### src/rtl/vga_cell_timing.sv
// 640x480@60 VGA timing generator with coarse cell coordinates.
// Pixel counters run off a clock-enable; all derived outputs lag them by one clk.
module vga_cell_timing #(
  parameter int   CLK_DIV    = 4,
  parameter int   H_ACTIVE   = 640,
  parameter int   H_FP       = 16,
  parameter int   H_SYNC     = 96,
  parameter int   H_BP       = 48,
  parameter int   V_ACTIVE   = 480,
  parameter int   V_FP       = 10,
  parameter int   V_SYNC     = 2,
  parameter int   V_BP       = 33,
  parameter int   CELL_SHIFT = 4,
  parameter logic SYNC_POL   = 1'b0
) (
  input  logic       clk,
  input  logic       rst,
  output logic       pix_en,
  output logic [9:0] pix_x,
  output logic [9:0] pix_y,
  output logic       hsync,
  output logic       vsync,
  output logic       video_on,
  output logic [5:0] counter_x,
  output logic [5:0] counter_y,
  output logic       frame_tick
);

  localparam int H_TOTAL = H_ACTIVE + H_FP + H_SYNC + H_BP;
  localparam int V_TOTAL = V_ACTIVE + V_FP + V_SYNC + V_BP;

  localparam logic [3:0] DIV_M1 = 4'(CLK_DIV - 1);
  localparam logic [9:0] HA     = 10'(H_ACTIVE);
  localparam logic [9:0] HS_LO  = 10'(H_ACTIVE + H_FP);
  localparam logic [9:0] HS_HI  = 10'(H_ACTIVE + H_FP + H_SYNC);
  localparam logic [9:0] HT_M1  = 10'(H_TOTAL - 1);
  localparam logic [9:0] VA     = 10'(V_ACTIVE);
  localparam logic [9:0] VS_LO  = 10'(V_ACTIVE + V_FP);
  localparam logic [9:0] VS_HI  = 10'(V_ACTIVE + V_FP + V_SYNC);
  localparam logic [9:0] VT_M1  = 10'(V_TOTAL - 1);

  logic [3:0] r_div;
  logic       r_pix_en;
  logic [9:0] r_pix_x;
  logic [9:0] r_pix_y;
  logic       r_wrap;
  logic       r_frame_tick;
  logic       r_hsync;
  logic       r_vsync;
  logic       r_video_on;
  logic [5:0] r_cx;
  logic [5:0] r_cy;

  logic [3:0] w_div_nxt;
  logic       w_last_x;
  logic       w_last_y;
  logic       w_vid;
  logic       w_hs_act;
  logic       w_vs_act;
  logic [9:0] w_cx_full;
  logic [9:0] w_cy_full;

  assign w_div_nxt = (r_div == DIV_M1) ? 4'd0 : r_div + 4'd1;
  assign w_last_x  = (r_pix_x == HT_M1);
  assign w_last_y  = (r_pix_y == VT_M1);
  assign w_vid     = (r_pix_x < HA) && (r_pix_y < VA);
  assign w_hs_act  = (r_pix_x >= HS_LO) && (r_pix_x < HS_HI);
  assign w_vs_act  = (r_pix_y >= VS_LO) && (r_pix_y < VS_HI);
  assign w_cx_full = r_pix_x >> CELL_SHIFT;
  assign w_cy_full = r_pix_y >> CELL_SHIFT;

  always_ff @(posedge clk or negedge rst) begin
    if (!rst) begin
      r_div        <= '0;
      r_pix_en     <= 1'b0;
      r_pix_x      <= '0;
      r_pix_y      <= '0;
      r_wrap       <= 1'b0;
      r_frame_tick <= 1'b0;
      r_hsync      <= ~SYNC_POL;
      r_vsync      <= ~SYNC_POL;
      r_video_on   <= 1'b0;
      r_cx         <= 6'd63;
      r_cy         <= 6'd63;
    end else begin
      r_div    <= w_div_nxt;
      r_pix_en <= (w_div_nxt == DIV_M1);
      if (r_pix_en) begin
        r_pix_x <= w_last_x ? 10'd0 : r_pix_x + 10'd1;
        if (w_last_x)
          r_pix_y <= w_last_y ? 10'd0 : r_pix_y + 10'd1;
      end
      // r_wrap marks the first clk at (0,0); the tick follows it by one clk
      r_wrap       <= r_pix_en && w_last_x && w_last_y;
      r_frame_tick <= r_wrap;
      r_hsync      <= w_hs_act ? SYNC_POL : ~SYNC_POL;
      r_vsync      <= w_vs_act ? SYNC_POL : ~SYNC_POL;
      r_video_on   <= w_vid;
      r_cx         <= w_vid ? w_cx_full[5:0] : 6'd63;
      r_cy         <= w_vid ? w_cy_full[5:0] : 6'd63;
    end
  end

  assign pix_en     = r_pix_en;
  assign pix_x      = r_pix_x;
  assign pix_y      = r_pix_y;
  assign hsync      = r_hsync;
  assign vsync      = r_vsync;
  assign video_on   = r_video_on;
  assign counter_x  = r_cx;
  assign counter_y  = r_cy;
  assign frame_tick = r_frame_tick;

endmodule

### config.mk
export PLATFORM = sky130hd
export DESIGN_NAME = vga_cell_timing
export DESIGN_NICKNAME = d
export VERILOG_FILES = /design/src/rtl/vga_cell_timing.sv
export SDC_FILE = /design/constraint.sdc
export NUM_CORES = 1
export LEC_CHECK = 0
export ABC_AREA = 0
export CORE_AREA = 2 2 70 85
export CTS_CLUSTER_SIZE = 28
export DETAILED_ROUTE_END_ITERATION = 16
export DIE_AREA = 0 0 72 87
export GPL_ROUTABILITY_DRIVEN = 0
export REMOVE_ABC_BUFFERS = 1
export SLEW_MARGIN = 20
export SYNTH_ARGS = -nofsm -noshare
export SYNTH_HDL_FRONTEND = slang
export SYNTH_SLANG_ARGS = --single-unit
### constraint.sdc
create_clock -name clk -period 3.9 [get_ports clk]
set_input_delay 0.78 -clock clk [delete_from_list [all_inputs] [get_ports clk]]
set_output_delay 0.78 -clock clk [all_outputs]
set_load 0.01 [all_outputs]
==> After elaboration in Yosys (flattened, before gate mapping) <==
Index checks and enable logic that the tools add are counted.
{ "word_totals": {"in_bits": 2, "output_inout_bits": 37, "word_cells": 37, "ff_bits": 42} }
{ "op_classes": {"eq_ne": 4, "mux": 7, "n_reduce_logical": 6, "magnitude_cmp": 6, "add_sub_neg": 3} }
{ "op_table": {"columns": ["operator", "n"], "rows": [
  ["10-bit by 1-bit adder with 10-bit output, second input constant", 2],
  ["10-bit equality test, second input constant", 2],
  ["10-bit < comparator, second input constant", 2],
  ["10-bit by 9-bit < comparator with 1-bit output, second input constant", 2],
  ["10-bit two-way mux", 2],
  ["6-bit two-way mux", 2],
  ["10-bit greater-or-equal comparator, second input constant", 1],
  ["10-bit by 9-bit greater-or-equal comparator with 1-bit output, second input constant", 1],
  ["4-bit by 2-bit equality test with 1-bit output, second input constant", 2],
  ["1-bit logical AND", 5],
  ["4-bit by 1-bit adder with 4-bit output, second input constant", 1],
  ["4-bit two-way mux", 1],
  ["1-bit two-way mux", 2],
  ["2-bit AND reduction", 1]
]} }

==> Depth between registers and ports, before layout <==
Gate-level depths: netlist of run 1.
{ "logic_depth": {"depth_word": 3, "mapped_depth": 6} }

==> Least setup slack after synthesis of run 1 <==
Ideal clock, no wire load.
{ "synth_path": {"path_kind": "register -> register", "from": "reg r_pix_x[6], in the netlist pix_x[6]", "to": "reg r_pix_y[7], in the netlist pix_y[7]", "period_less_slack_ps": 1531, "stages_incl_launch_ff": 6, "path_slack_ps": 2369, "setup_ps": 127, "arrival_ps": 1404, "n_path_buf": 1, "cell_sequence": "dfrtp_1 > nand4bb_1 > buf_6 > nor4_4 > nand3_1 > xnor2_1"} }
{ "synth_between": {"elab_chain_cells": 2} }
{ "synth_rtl": {"columns": ["element", "line", "rtl"], "rows": [
  ["from (decl)", "44", "logic [9:0] r_pix_x;"],
  ["from (signal assigned)", "89", "r_pix_x <= w_last_x ? 10'd0 : r_pix_x + 10'd1;"],
  ["10-bit equality test", "64", "assign w_last_x = (r_pix_x == HT_M1);"],
  ["2-bit AND reduction (no line)", null, null],
  ["to (signal assigned)", "91", "r_pix_y <= w_last_y ? 10'd0 : r_pix_y + 10'd1;"],
  ["to (decl)", "45", "logic [9:0] r_pix_y;"]
]} }
Every way passes these cells.
A chain may end at the register's enable or synchronous reset.

==> Worst setup path in the final report of run 1 <==
{ "layout_path": {"from": "reg r_pix_x[4], in the netlist pix_x[4]", "to": "out pix_x[4]"} }
{ "layout_lines": {"columns": ["element", "line", "rtl"], "rows": [
  ["to (decl)", "19", "output logic [9:0] pix_x,"]
]} }
No word-level cell between the ends.

==> results of run 1 <==
==> cells by family after synthesis <==
group,Yosys count
compound gates,12
fa+ha+maj,6
xor+xnor,14
simple gates,69
flops,42
buf+inv,17
==> stage by stage <==
stage | utilization [%] | hold WS [ns] | total power (uW)
global placement | 41.2 | 0.334 | 453
global route | 43.3 | 0.363 | 832
detailed placement | 41.2 | 0.336 | 453
finish | 43.3 | 0.353 | 800
CTS | 43.3 | 0.355 | 810
floorplan | - | 0.331 | 444
==> area by class of cell <==
cell class | instances | area, um2 | area share, %
sequential | 42 | 1070 | 44.7
multi-input combinational | 101 | 708 | 29.6
timing repair buffer | 38 | 375 | 15.7
clock buffer | 7 | 86.3 | 3.61
tap | 64 | 80.1 | 3.35
inverter | 11 | 41.3 | 1.73
clock inverter | 1 | 30.0 | 1.26
==> flip-flops by register name, indices dropped and copies added (netlist names), 4 cells and up <==
register,flops
r_div,4
counter_x,6
counter_y,6
pix_x,10
pix_y,10
==> cells in the mapped netlist (2+ instances only) <==
master	instances
and4_1	2
nand4_1	5
xnor2_1	11
o21ai_0	8
dfstp_2	14
and3_2	2
nor2_1	8
inv_1	11
nor4_1	4
or2_2	9
nand2b_1	2
ha_1	6
nor3_1	5
nand2_1	5
xor2_1	3
buf_6	3
o311ai_0	2
nand3_1	12
dfrtp_1	28
==> power by group <==
part           total, uW  internal (uW)  switching (uW)  leakage, uW
clock                356            209             147    0.0000585
sequential           436            436               0     0.000516
combinational       8.34          0.363            7.97     0.000438
total                800            645             155      0.00101
==> layer usage <==
layer	global-route usage [%]	part of all wire, %	up-vias
met5	0	0	-
met1	16.7	45	636
li1	-	-	627
met4	5.49	1.6	0
met2	19.9	48	32
met3	3.94	5.2	7
==> how the worst min path moves through the flow <==
stage / start / end / slack [ns] / cells after the start
after floorplan: r_wrap / frame_tick / 0.33 / 0
after global placement: r_wrap / frame_tick / 0.33 / 0
after detailed placement: r_wrap / frame_tick / 0.34 / 0
after CTS: r_wrap / frame_tick / 0.36 / 0
after global routing: r_wrap / frame_tick / 0.36 / 0
final: r_wrap / frame_tick / 0.35 / 0
==> metrics.yaml, run 1 <==
run_status:
  status: "finished clean"
sta:
  post-route-period-util_pct: 57.5
  period_minus_slack_ns: 2.24
  tightest_slew_ns: 0.912
  hold_violations: 0
  setup_violations: 0
  layout_setup_ws_ns: 1.66
  drv_slew: 0
  rsz0062_at_grt: "false"
  fmax_ghz: 0.446
  finClkSkew_ns: 0.00400
  tns_ns: 0
  maxSlewHeadroom_pct: 39.2
synthesis:
  ys_types: 39
  synth_area_leaders: "dfrtp_1, dfstp_2, xnor2_1"
  synth_compound_area_share_pct: 3.76
  ys_async_sr_fraction_pct: 100
  yosysWarnings: 0
  synth_edf_count: 0
  synth-simple-area-share_pct: 23.6
  ys_seq_area_share_pct: 57.3
  synth_top_family_by_area: "simple AND/OR/NAND/NOR gates"
  synth_flop_cell: "dfrtp_1"
  ys_ff_latch: 42
  avgSynthCellArea_um2: 11.7
  synth-xor-area-share_pct: 6.57
  synth_area_um2: 1870
  synth_top_area_share_pct: 37.6
  muxShareOfSynthArea_pct: 0
  synthesis.instances: 160
  synthAdderAreaFrac_pct: 4.02
  synth_area_leader_cell: "dfrtp_1"
setup_path:
  cp_top_family: "buffers and inverters"
  rrSetupSlack_ns: 1.99
  start_kind: "register"
  r2r-start: "pix_x[6]"
  arrival_ns: 1.46
  crit_buf_inv: 1
  crit_cells: 1
  crit_chain: "clkdlybuf4s50_1"
  worst-setup-path-type: "register to primary output"
  end_kind: "primary output"
  cp_slowest_cell: "clkdlybuf4s50_1"
  rr_endpoint: "pix_y[8]"
  cp-startpoint: "pix_x[4]"
  crit_required_ns: 3.12
  ff2ff_path_depth: 4
  critPathCapture: "pix_x[4]"
  critPathMaxStageDelay_ns: 0.61
  crit_path_max_fanout: 11
power:
  power_leakage_uw: 0.00101
  power_density_nw_per_um2: 335
  ir_worst_vdd_uv: 140
finish:
  final_cells: 264
  final_common_cell: "clkdlybuf4s50_1"
  layout-drive-gt1-share_pct: 19.5
  layout.nets: 207
  postLayoutCellArea_um2: 2390
  antenna_cells: 0
  final_cell_mix: "clkdlybuf4s50_1, dfrtp_1, dfstp_2, nand3_1"
  n_fill_cell: 554
  area_delta_synth_final_pct: 28.1
grt:
  overflow: 0
  grt_pass1_wl_mm: 6.24
  track_usage_pct: 12.9
  antenna_found_initial: 0
  grt_pass1_vias: 1273
  grt_max_degree: 43
cts:
  postCtsResizedCells: 0
  cts_buffers: 5
  clockRootBuffer: "clkbuf_8"
  post-cts-setup-buffer-count: 0
  cts_num_sinks: 42
  hold_buffers: 0
  clk_latency_ns: 0.30
  clockBufferDepth: 2
  cts.clk_slew.worst_paths_ns: 0.08
  cts_tree: "built"
  htree_levels: 2
floorplan:
  die-area_um2: 6260
  die_y_um: 87
  std_cell_rows: 30
  initial_core_util_pct: 33.8
  chipWidth_um: 72
  ios: 39
  core_um2: 5520
detailed_routing:
  drt-total-wl_mm: 3.61
  wl_per_cell_um: 13.7
  drt-pass1-iter-count: 4
  drc: 0
  vias: 1302
  ant_nets: 0
  drtIter0Drc: 55
  via_per_inst: 4.93
hold_path:
  hp-class: "register to register"
place:
  dpl_worst_slack_ns: 1.99
  placed_cell_area_um2: 2270
  dpl.hpwl_mm: 2.50
  placedCellCount: 256
  port_buffers: 38
flow_run:
  drv_cap: 0
No activity file was read; power rests on OpenSTA's default activity.
==> run 2, diff against run 1 <==
==> constraint.sdc (replaced) <==
create_clock -name clk -period 2.1 [get_ports clk]
set_input_delay 0.42 -clock clk [delete_from_list [all_inputs] [get_ports clk]]
set_output_delay 0.42 -clock clk [all_outputs]
set_load 0.01 [all_outputs]
==> metrics.yaml, run 2 (synthesized netlist as in run 1, its figures left out) <==
sta:
  rsz0062_at_grt: "false"
  fmax_ghz: 0.547
  tightest_slew_ns: 0.382
  finClkSkew_ns: 0.00504
  post-route-period-util_pct: 87.1
  drv_slew: 0
  setup_violations: 0
  tns_ns: 0
  hold_slack_ns: 0.0819
  maxSlewHeadroom_pct: 74.3
  period_minus_slack_ns: 1.83
  hold_violations: 0
cts:
  post-cts-setup-buffer-count: 0
  clockRootBuffer: "clkbuf_8"
  hold_buffers: 0
  cts_buffers: 5
  clockBufferDepth: 2
  cts_num_sinks: 42
  cts.clk_slew.worst_paths_ns: 0.08
  postCtsResizedCells: 0
  cts_tree: "built"
  clk_latency_ns: 0.29
  htree_levels: 2
floorplan:
  initial_core_util_pct: 33.8
  ios: 39
  chipWidth_um: 72
  std_cell_rows: 30
  core_um2: 5520
  die-area_um2: 6260
  die_y_um: 87
place:
  dpl.hpwl_mm: 2.56
  placed_cell_area_um2: 2330
  port_buffers: 38
  placedCellCount: 262
flow_run:
  drv_cap: 0
setup_path:
  start_kind: "register"
  cp_top_family: "buffers and inverters"
  crit_buf_inv: 1
  crit_path_max_fanout: 10
  worst-setup-path-type: "register to primary output"
  crit_required_ns: 1.68
  end_kind: "primary output"
  cp_slowest_cell: "clkdlybuf4s50_1"
  crit_chain: "clkdlybuf4s50_1"
  arrival_ns: 1.41
  critPathMaxStageDelay_ns: 0.60
finish:
  antenna_cells: 0
  final_cells: 270
  area_delta_synth_final_pct: 29.4
  n_fill_cell: 527
  final_common_cell: "clkdlybuf4s50_1"
  final_cell_mix: "clkdlybuf4s50_1, dfrtp_1, dfstp_2, nand3_1"
  postLayoutCellArea_um2: 2410
  layout-drive-gt1-share_pct: 21.8
  layout.nets: 213
power:
  finalPower_uw: 1330
  p_sw_uw: 281
  p_comb_share_pct: 1.5
  power_leakage_uw: 0.00103
  p_seq_share_pct: 61.1
  power_density_nw_per_um2: 549
  ir_worst_vdd_uv: 268
  p_clk_share_pct: 37.4
  p_int_uw: 1040
  sw_frac_of_total_pct: 21.2
detailed_routing:
  vias: 1319
  via_per_inst: 4.89
  drc: 0
  drt-total-wl_mm: 3.68
  wl_per_cell_um: 13.6
  drt-pass1-iter-count: 4
  ant_nets: 0
  drtIter0Drc: 47
grt:
  grt_pass1_wl_mm: 6.22
  grt_pass1_vias: 1279
  track_usage_pct: 12.8
  antenna_found_initial: 0
  grt_max_degree: 43
  overflow: 0
hold_path:
  hp-class: "input pin to async pin"
run_status:
  status: "finished clean"
-- run 2: changes by cell type in the layout (fill, tap and decap cells not counted), sizes merged --
| cell | change |
|---|---|
| buf | +6 |
| bufinv | -1 |
| clkbuf | -1 |
| clkinv | +2 |
-- run 2: routing by layer --
metal	track usage [%]	routed length (um)	vias to the layer above
met5	0	0	-
met4	4.63	53	0
met3	3.70	188	6
met2	20.7	1790	30
met1	16.2	1640	639
li1	-	-	644
-- run 2: worst paths after layout --
| check | start | endpoint | slack (ns) | cells after the start |
|---|---|---|---|---|
| min reg2reg | r_wrap | frame_tick | 0.35 | 0 |
| max | pix_x[5] | pix_x[5] | 0.27 | 1 |
| min | rst | frame_tick | 0.08 | 2 |
| max reg2reg | pix_x[5] | pix_y[8] | 0.40 | 4 |
| max in group asynchronous | rst | counter_x[3] | 1.75 | 2 |
| min in group clk | r_wrap | frame_tick | 0.35 | 0 |
-- run 2: cell type report --
type	count	area [um2]	share of cell area (%)
Clock buffer	6	72.6	3.01
Clock inverter	2	10.0	0.415
Inverter	11	41.3	1.71
Multi-Input combinational cell	101	708	29.3
Sequential cell	42	1070	44.3
Tap cell	64	80.1	3.32
Timing Repair Buffer	44	433	17.9
-- run 2: power groups by stage --
stage / Clock (uW) / Combinational (uW) / Sequential, uW
floorplan: 0 / 0.000303 / 825
global placement: 0 / 21.5 / 824
detailed placement: 0 / 21.6 / 824
CTS: 521 / 21.7 / 809
global route: 558 / 24.5 / 810
finish: 496 / 20.1 / 810
-- run 2: metrics by stage --
| stage | util [%] | setup slack, ns |
|---|---|---|
| after CTS | 43.7 | 0.244 |
| after floorplan | - | 0.427 |
| after detailed placement | 42.2 | 0.425 |
| final | 43.7 | 0.272 |
| after global placement | 42.2 | 0.411 |
| after global routing | 43.7 | 0.203 |
